[src/rtl/if_fetch.sv]
// rtl/if_fetch.sv - instruction fetch stage: one aligned 64-bit read per PC, held until decode takes it
module if_fetch #(
    parameter int          ADDR_W   = 64,
    parameter int          DATA_W   = 64,
    parameter logic [31:0] NOP_INST = 32'h00000013
) (
    input  logic              clk,
    input  logic              rst,
    input  logic [ADDR_W-1:0] pc_i,
    input  logic              new_sign_i,
    input  logic              flush_i,
    input  logic              id_ready_i,
    output logic              req_valid_o,
    output logic [ADDR_W-1:0] req_addr_o,
    input  logic              req_ready_i,
    input  logic              rsp_valid_i,
    input  logic [DATA_W-1:0] rsp_data_i,
    input  logic              rsp_err_i,
    output logic [31:0]       inst_o,
    output logic [ADDR_W-1:0] inst_pc_o,
    output logic              inst_valid_o,
    output logic              fault_o,
    output logic              fetch_stall_o
);

    typedef enum logic [2:0] {
        S_IDLE,
        S_REQ,
        S_WAIT,
        S_DRAIN,
        S_HOLD
    } state_e;

    state_e            state_q, state_d;
    logic [ADDR_W-1:0] pc_q, pc_d;
    logic              req_valid_q, req_valid_d;
    logic [ADDR_W-1:0] req_addr_q, req_addr_d;
    logic [31:0]       inst_q, inst_d;
    logic [ADDR_W-1:0] inst_pc_q, inst_pc_d;
    logic              inst_valid_q, inst_valid_d;
    logic              fault_q, fault_d;

    always_ff @(posedge clk) begin
        if (rst) begin
            state_q      <= S_IDLE;
            pc_q         <= '0;
            req_valid_q  <= 1'b0;
            req_addr_q   <= '0;
            inst_q       <= NOP_INST;
            inst_pc_q    <= '0;
            inst_valid_q <= 1'b0;
            fault_q      <= 1'b0;
        end else begin
            state_q      <= state_d;
            pc_q         <= pc_d;
            req_valid_q  <= req_valid_d;
            req_addr_q   <= req_addr_d;
            inst_q       <= inst_d;
            inst_pc_q    <= inst_pc_d;
            inst_valid_q <= inst_valid_d;
            fault_q      <= fault_d;
        end
    end

    always_comb begin
        state_d      = state_q;
        pc_d         = pc_q;
        req_valid_d  = req_valid_q;
        req_addr_d   = req_addr_q;
        inst_d       = inst_q;
        inst_pc_d    = inst_pc_q;
        inst_valid_d = inst_valid_q;
        fault_d      = fault_q;

        unique case (state_q)
            S_IDLE: begin
                if (!flush_i && new_sign_i) begin
                    if (pc_i[1:0] == 2'b00) begin
                        pc_d        = pc_i;
                        req_valid_d = 1'b1;
                        req_addr_d  = {pc_i[ADDR_W-1:3], 3'b000};
                        state_d     = S_REQ;
                    end else begin
                        // Misaligned PC faults immediately without touching memory.
                        inst_valid_d = 1'b1;
                        fault_d      = 1'b1;
                        inst_d       = NOP_INST;
                        inst_pc_d    = pc_i;
                        state_d      = S_HOLD;
                    end
                end
            end
            S_REQ: begin
                if (req_ready_i) begin
                    // An accepted request always returns a response, so a flush must drain it.
                    req_valid_d = 1'b0;
                    state_d     = flush_i ? S_DRAIN : S_WAIT;
                end else if (flush_i) begin
                    req_valid_d = 1'b0;
                    state_d     = S_IDLE;
                end
            end
            S_WAIT: begin
                if (flush_i) begin
                    state_d = rsp_valid_i ? S_IDLE : S_DRAIN;
                end else if (rsp_valid_i) begin
                    inst_d       = rsp_err_i ? NOP_INST
                                 : (pc_q[2] ? rsp_data_i[63:32] : rsp_data_i[31:0]);
                    inst_pc_d    = pc_q;
                    fault_d      = rsp_err_i;
                    inst_valid_d = 1'b1;
                    state_d      = S_HOLD;
                end
            end
            S_DRAIN: begin
                if (rsp_valid_i) begin
                    state_d = S_IDLE;
                end
            end
            S_HOLD: begin
                if (id_ready_i || flush_i) begin
                    inst_valid_d = 1'b0;
                    fault_d      = 1'b0;
                    inst_d       = NOP_INST;
                    state_d      = S_IDLE;
                end
            end
            default: begin
                state_d = S_IDLE;
            end
        endcase
    end

    assign req_valid_o   = req_valid_q;
    assign req_addr_o    = req_addr_q;
    assign inst_o        = inst_q;
    assign inst_pc_o     = inst_pc_q;
    assign inst_valid_o  = inst_valid_q;
    assign fault_o       = fault_q;
    assign fetch_stall_o = (state_q != S_IDLE);

endmodule

[config.mk]
export PLATFORM = sky130hd
export DESIGN_NAME = if_fetch
export DESIGN_NICKNAME = d
export VERILOG_FILES = /design/src/rtl/if_fetch.sv
export SDC_FILE = /design/constraint.sdc
export NUM_CORES = 1
export LEC_CHECK = 0
export CAP_MARGIN = 30
export CORE_MARGIN = 4
export CORE_UTILIZATION = 48
export CTS_CLUSTER_SIZE = 10
export DETAILED_ROUTE_END_ITERATION = 7
export MAX_ROUTING_LAYER = met4
export PLACE_DENSITY = 0.87
export SYNTH_ARGS = -nofsm -noshare
export SYNTH_HDL_FRONTEND = slang
export SYNTH_SLANG_ARGS = --single-unit
[constraint.sdc]
create_clock -name clk -period 3.2 [get_ports clk]
set_input_delay 0.48 -clock clk [delete_from_list [all_inputs] [get_ports clk]]
set_output_delay 0.48 -clock clk [all_outputs]
set_load 0.02 [all_outputs]
**Word level (Yosys, flattened, before mapping)**

Cells that the tools add are included.

- Flip-flop bits (word level): 227
- Bits of input ports: 136
- Output and inout port bits: 164
- Logic and storage cells: 73

- Equality and inequality tests: 13
- Mux-type cells: 38
- Reduce and logical (&&, ||, !) cells: 14

Operators with widths:

| operator | number |
|---|---|
| 64-bit 2-to-1 mux | 4 |
| 32-bit 2-to-1 mux | 7 |
| 64-bit one-hot mux with 2 select lines | 1 |
| 32-bit one-hot mux with 3 select lines | 1 |
| 3-bit 2-to-1 mux | 8 |
| 3-bit one-hot mux with 5 select lines | 1 |
| 2-bit inequality test (second input constant) | 7 |
| 1-bit 2-to-1 mux | 12 |
| 5-bit AND reduction | 2 |
| 3-bit by 2-bit equality test with 1-bit output (second input constant) | 2 |
| 3-bit inequality test (second input constant) | 2 |
| 1-bit one-hot mux with 3 select lines | 2 |
| 6-bit AND reduction | 1 |
| 3-bit nonzero test | 2 |
| 4-bit AND reduction | 1 |
| 2-bit nonzero test | 2 |
| 3-bit by 1-bit equality test with 1-bit output (second input constant) | 1 |
| 3-bit equality test (second input constant) | 1 |
| 3-bit zero test | 1 |
| 3-bit AND reduction | 1 |
| 2-bit zero test | 1 |
| 2-bit 2-to-1 mux | 1 |
| 1-bit one-hot mux with 2 select lines | 1 |
| 1-bit logical AND | 1 |
| 2 further kinds | 2 |

**Longest topological paths before layout**

Gate-level depths: netlist of the first run.

- Depth in word-level cells: 5
- Mapped depth: 7
- Depth with buffers taken out: 4

**Least setup slack after synthesis of the first run**

No wires, ideal clock.

- Path type: reg2reg
- From: register state_q[2]
- To: register pc_q[2]
- Setup time: 143 ps
- Arrival: 1734 ps
- Required time: 3057 ps
- Setup slack: 1323 ps
- Cell stages (with the launch flop): 8
- Buffers on the path: 3
- Period minus slack after synthesis: 1877 ps
- Path through: dfxtp_1 or3_1 buf_2 or4_1 buf_2 buf_6 nand2_1 a21oi_2

- Word-level cells in the longest chain between the ends: 2

RTL lines:

| element | RTL line | source |
|---|---|---|
| start: declaration | 34 | `state_e state_q, state_d;` |
| start signal: assignment | 54 | `state_q <= state_d;` |
| 3-bit zero test | 75 | `unique case (state_q)` |
| 3-bit AND reduction (no line) | -- |  |
| end signal: assignment | 55 | `pc_q <= pc_d;` |
| end: declaration | 35 | `logic [ADDR_W-1:0] pc_q, pc_d;` |

Every way passes these cells.
A chain may end at the register's enable or synchronous reset.

**Final worst setup path of the first run**

- From: register state_q[2]
- To: output port fetch_stall_o

- Word-level cells in the longest chain between the ends: 1

RTL lines:

| element | RTL line | source |
|---|---|---|
| 3-bit nonzero test | 140 | `assign fetch_stall_o = (state_q != S_IDLE);` |
| end: declaration | 23 | `output logic fetch_stall_o` |

Every way passes these cells.

==> results of run 1 <==
==> synth_stat cells, drive strengths merged (2+ instances only) <==
cell and count:
nand3 2, a21oi 65, mux2 29, nand2b 33, inv 4, a211oi 64
o21ai 2, nor3 4, mux2i 102, dfxtp 166, buf 102, o21bai 2
nand2 153, nor2 73, nor4 4, clkbuf 27, and2 3, and3 2
==> cell families after synthesis <==
family                 count (synthesis)
AO/OA/AOI/OAI                        138
XOR/XNOR                               1
buffers and inverters                133
flip-flops                           166
multiplexers                         131
other                                  1
AND/OR/NAND/NOR                      278
==> per-layer routing <==
metal / share of wire, % / vias up
li1: - / 3208
met4: 3.3 / 0
met3: 7.5 / 49
met1: 41 / 3046
met2: 48 / 218
met5: 0 / -
==> state kept, by name (all words and copies together), names as in the netlist <==
| name | count |
|---|---|
| req_valid_o | 1 |
| inst_valid_o | 1 |
| inst_o | 32 |
| inst_pc_o | 64 |
| state_q | 3 |
| fault_o | 1 |
| pc_q | 64 |
==> critical path, stage by stage, from the launching register on <==
cell	delay (ns)
dfxtp_1	0.63
or3_1	0.32
clkdlybuf4s50_1	0.68
==> final timing paths <==
path,startpoint,to,slack (ns)
max,state_q[2],fetch_stall_o,0.69
min,pc_q[51],pc_q[51],0.47
max reg2reg,state_q[2],pc_q[27],0.83
min reg2reg,pc_q[51],pc_q[51],0.47
==> where the power goes <==
group          switching (mW)  internal (mW)  leakage (nW)
sequential             0.0497           2.15          1.35
combinational           0.384          0.415          2.08
clock                   0.790           1.15         0.271
==> area by class of cell <==
type	instances	area share [%]
multi-input cells	551	33.07
flip-flops and latches	166	30.67
repair buffers	307	28.46
clock buffers	23	4.503
well taps	216	2.494
clock inverters	7	0.6697
inverters	4	0.1386
==> per-stage QoR <==
stage,hold slack [ns],cells
finish,0.4715,1274
global route,0.4856,1274
CTS,0.4738,1274
detailed placement,0.4632,1244
global placement,0.4547,1244
floorplan,0.4494,850
==> metrics.yaml, run 1 <==
status:
  status: "complete, no violations"
sta:
  min_period_over_period_pct: 78.42
  setup_violations: 0
  fin_skew_ns: 0.01136
  rsz0062_at_grt: "no"
  period_minus_slack_ns: 2.510
  worst_pin_slew_ns: 0.7479
  setup_tns_ns: 0
  finalHoldViolCount: 0
  maxSlewHeadroom_pct: 50.14
  layout_setup_ws_ns: 0.6905
  slew_violations: 0
  max_freq_mhz: 398.5
floorplan:
  initial_core_util_pct: 48.97
  core_area_um2: 15830
  dieArea_um2: 18250
  io_pins: 300
  die-width_um: 135.1
  die_y_um: 135.1
  std_cell_rows: 46
global_route:
  grtUsageTotal_pct: 23.49
  gr-total-overflow: 0
  met2_usage_pct: 37.22
  grt_pass1_vias: 6329
  grt_start_max_net_pins: 131
  grt_use_met1_pct: 28.07
  grt_pass1_wl_um: 33270
  grt_busiest_layer: "met2"
  grt_util_met3_pct: 7.414
  antenna_found_initial: 0
cells_and_area:
  finalNetCount: 1183
  multiInputGateArea_um2: 3583
  regArea_um2: 3323
  layout_commonest_cell: "clkdlybuf4s50_1"
  nFillCells: 1220
  antennaDiodeCount: 0
  final_cell_mix: "clkdlybuf4s50_1, dfxtp_1, nand2_1, mux2i_1, nor2_1"
  finalInstanceArea_um2: 10840
  drive_above_1_share_pct: 10.02
  final_util_pct: 68.47
  syn2layout_area_growth_pct: 39.81
setup_path:
  cp_data_required_time_ns: 2.72
  critPathCaptureType: "primary output"
  startpoint_type: "flip-flop"
  crit_fanout: 12
  critPathKind: "flip-flop to primary output"
  r2r_cells: 5
  worstPathArrival_ns: 2.03
synth:
  synthAdderAreaFrac_pct: 0
  yosysTopAreaCell: "dfxtp_1"
  yosysSeqAreaShare_pct: 42.87
  ys_seq_elements: 166
  ys_top_cells_by_area: "dfxtp_1, mux2i_1, nand2_1, buf_4, a211oi_1"
  synthMuxAreaShare_pct: 17.38
  ys_types: 38
  synth-main-ff-cell: "dfxtp_1"
  synth-edff-count: 0
  syn_area_per_cell_um2: 9.141
  synth_top_family_by_area: "multiplexers"
  synthSimpleGateAreaFrac_pct: 15.45
  synth_area_um2: 7751
  synthCells: 848
  synthArstFlopShare_pct: 0
  yosysWarnings: 0
  synthXorXnorAreaFrac_pct: 0.1130
  netlist.area_leader.share_pct: 42.87
  synth-compound-area-share_pct: 12.80
drt:
  wirelength_um: 21050
  first_iter_violations: 268
  drt.antenna.violating_nets: 0
  wl_per_cell_um: 16.52
  drc: 0
  vias: 6521
  viasPerCell: 5.119
  dr.pass1.iters: 4
power:
  power_density_nw_per_um2: 455.3
  ir_drop_mv: 0.3634
  power.total_mw: 4.934
  leakagePower_nw: 3.701
flow_run:
  maxCapViolCount: 0
clock_network:
  clk_path_buf_depth: 2
  clk_pin_slew_ns: 0.06
  cts_buffers: 17
  insertion_delay_ns: 0.42
  h-tree-depth: 4
  cts-root-buf: "clkbuf_16"
  cts.sinks: 166
  cts_setup_buffers: 0
  cts_tree: "built"
  ctsResizeCount: 0
  hold_buffers: 0
place:
  post-place-ws_ns: 0.6578
  dp_hpwl_um: 15000
  place_area_um2: 10280
  routabilityCongestion: 0.8272
  io_buffers: 296
min_path:
  hold_class: "flip-flop to flip-flop"
  hold_depth: 2
(Power assumes the default switching activity.)
==> run 2, diff against run 1 <==
--- a/config.mk
+++ b/config.mk
@@ -7,11 +7,11 @@
 export LEC_CHECK = 0
 export CAP_MARGIN = 30
 export CORE_MARGIN = 4
-export CORE_UTILIZATION = 48
+export CORE_UTILIZATION = 40
 export CTS_CLUSTER_SIZE = 10
 export DETAILED_ROUTE_END_ITERATION = 7
 export MAX_ROUTING_LAYER = met4
-export PLACE_DENSITY = 0.87
+export PLACE_DENSITY = 0.77
 export SYNTH_ARGS = -nofsm -noshare
 export SYNTH_HDL_FRONTEND = slang
 export SYNTH_SLANG_ARGS = --single-unit
==> constraint.sdc (replaced) <==
create_clock -name clk -period 2.08 [get_ports clk]
set_input_delay 0.312 -clock clk [delete_from_list [all_inputs] [get_ports clk]]
set_output_delay 0.312 -clock clk [all_outputs]
set_load 0.02 [all_outputs]
==> run 2 against run 1 <==
Effect of this change:
- total power increased by 59%
- hold slack worse by 0.091 ns
- critical path type is now flip-flop to flip-flop
- global-route usage fell by 3.4 points
- non-clock buffer count grew 21
- worst setup slack worse by 0.55 ns
==> metrics.yaml, run 2 (same netlist as run 1, synthesis figures left out) <==
floorplan:
  io_pins: 300
  die_y_um: 147.2
  initial_core_util_pct: 41.03
  dieArea_um2: 21670
  std_cell_rows: 50
  core_area_um2: 18890
  die-width_um: 147.2
global_route:
  grt_busiest_layer: "met2"
  grt_start_max_net_pins: 97
  grtUsageTotal_pct: 20.05
  gr-total-overflow: 0
  antenna_found_initial: 0
  grt_pass1_wl_um: 34310
  grt_util_met3_pct: 5.583
  grt_use_met1_pct: 24.98
  met2_usage_pct: 31.27
  grt_pass1_vias: 6455
drt:
  viasPerCell: 4.918
  drc: 0
  wl_per_cell_um: 16.37
  drt.antenna.violating_nets: 0
  wirelength_um: 21930
  vias: 6590
  dr.pass1.iters: 4
  first_iter_violations: 239
sta:
  rsz0062_at_grt: "no"
  layout_setup_ws_ns: 0.1424
  max_freq_mhz: 516.1
  setup_violations: 0
  slew_violations: 0
  finalHoldViolCount: 0
  setup_tns_ns: 0
  period_minus_slack_ns: 1.938
  fin_skew_ns: 0.009298
  min_period_over_period_pct: 93.15
place:
  routabilityCongestion: 0.8128
  io_buffers: 296
  dp_hpwl_um: 15760
  placedCellCount: 1309
  post-place-ws_ns: -0.1461
setup_path:
  cp-startpoint: "state_q[2]"
  critPathCaptureType: "flip-flop"
  cp_data_required_time_ns: 2.39
  r2r-end: "pc_q[1]"
  r2r_cells: 4
  crit_path_end: "pc_q[1]"
  slowest_delay_ns: 0.65
  regToRegStartpoint: "state_q[2]"
  crit_fanout: 28
  cp_num_cells: 4
  path_buf_inv: 1
  critPathKind: "flip-flop to flip-flop"
  worstPathArrival_ns: 2.25
  regToRegSetupSlack_ns: 0.14
  startpoint_type: "flip-flop"
  cpMaxStageDelayCell: "or4_2"
  critical-path-top-delay-family: "simple AND/OR/NAND/NOR gates"
  path_cells: "or3_1 -> or4_2 -> buf_4 -> and3_1"
flow_run:
  maxCapViolCount: 0
power:
  leakagePower_nw: 3.830
  ir_drop_mv: 0.5666
  power_density_nw_per_um2: 702.8
clock_network:
  cts_buffers: 17
  cts_setup_buffers: 0
  hold_buffers: 0
  cts.sinks: 166
  ctsResizeCount: 1
  clk_path_buf_depth: 2
  clk_pin_slew_ns: 0.07
  h-tree-depth: 4
  cts-root-buf: "clkbuf_16"
  cts_tree: "built"
  insertion_delay_ns: 0.42
cells_and_area:
  finalNetCount: 1204
  syn2layout_area_growth_pct: 43.68
  layout_commonest_cell: "clkdlybuf4s50_1"
  multiInputGateArea_um2: 3583
  antennaDiodeCount: 0
  final_cell_mix: "clkdlybuf4s50_1, dfxtp_1, nand2_1, mux2i_1, nor2_1"
  nFillCells: 1656
  drive_above_1_share_pct: 11.94
  layout.cells.non_filler: 1340
  regArea_um2: 3323
  final_util_pct: 58.95
min_path:
  hold_class: "primary input to flip-flop"
status:
  status: "complete, no violations"
[run 2: final cells by class]
| cell class | count | share of cell area, % |
|---|---|---|
| multi-input combinational | 551 | 32.18 |
| sequential | 166 | 29.84 |
| timing repair buffer | 328 | 29.66 |
| clock buffer | 19 | 3.977 |
| tap | 260 | 2.921 |
| clock inverter | 12 | 1.292 |
| inverter | 4 | 0.1348 |
[run 2: report_power, final]
part           internal, mW  switching (mW)
registers              3.31          0.0737
clock network          1.82            1.35
logic                 0.675           0.603
total                  5.80            2.03
[run 2: how the worst min path moves through the flow]
stage	startpoint	end	cells past startpoint
final	rst	pc_q[16]	3
after global routing	rst	inst_o[19]	5
after CTS	rst	pc_q[8]	3
after detailed placement	pc_q[21]	pc_q[21]	2
after global placement	pc_q[17]	pc_q[17]	2
after floorplan	pc_i[10]	pc_q[10]	2
[run 2: metrics by stage]
| step | cell area [um^2] | total power, mW | hold slack [ns] |
|---|---|---|---|
| final | 11140 | 7.827 | 0.3804 |
| after detailed placement | 10550 | 4.733 | 0.4613 |
| after global placement | 10550 | 4.717 | 0.4551 |
| after CTS | 11140 | 7.888 | 0.3633 |
| after global routing | 11140 | 8.117 | 0.3817 |
| after floorplan | 7759 | 4.101 | 0.4480 |
[run 2: worst reg2reg max path: stages, from the launching register on]
cell	delay, ns
dfxtp_1	0.31
or3_1	0.38
or4_2	0.65
buf_4	0.27
and3_1	0.22
[run 2: layer usage]
| layer | vias up | routed length, um |
|---|---|---|
| met5 | - | 0 |
| met4 | 0 | 604 |
| met3 | 44 | 1451 |
| met2 | 216 | 10330 |
| met1 | 3074 | 9545 |
| li1 | 3256 | - |
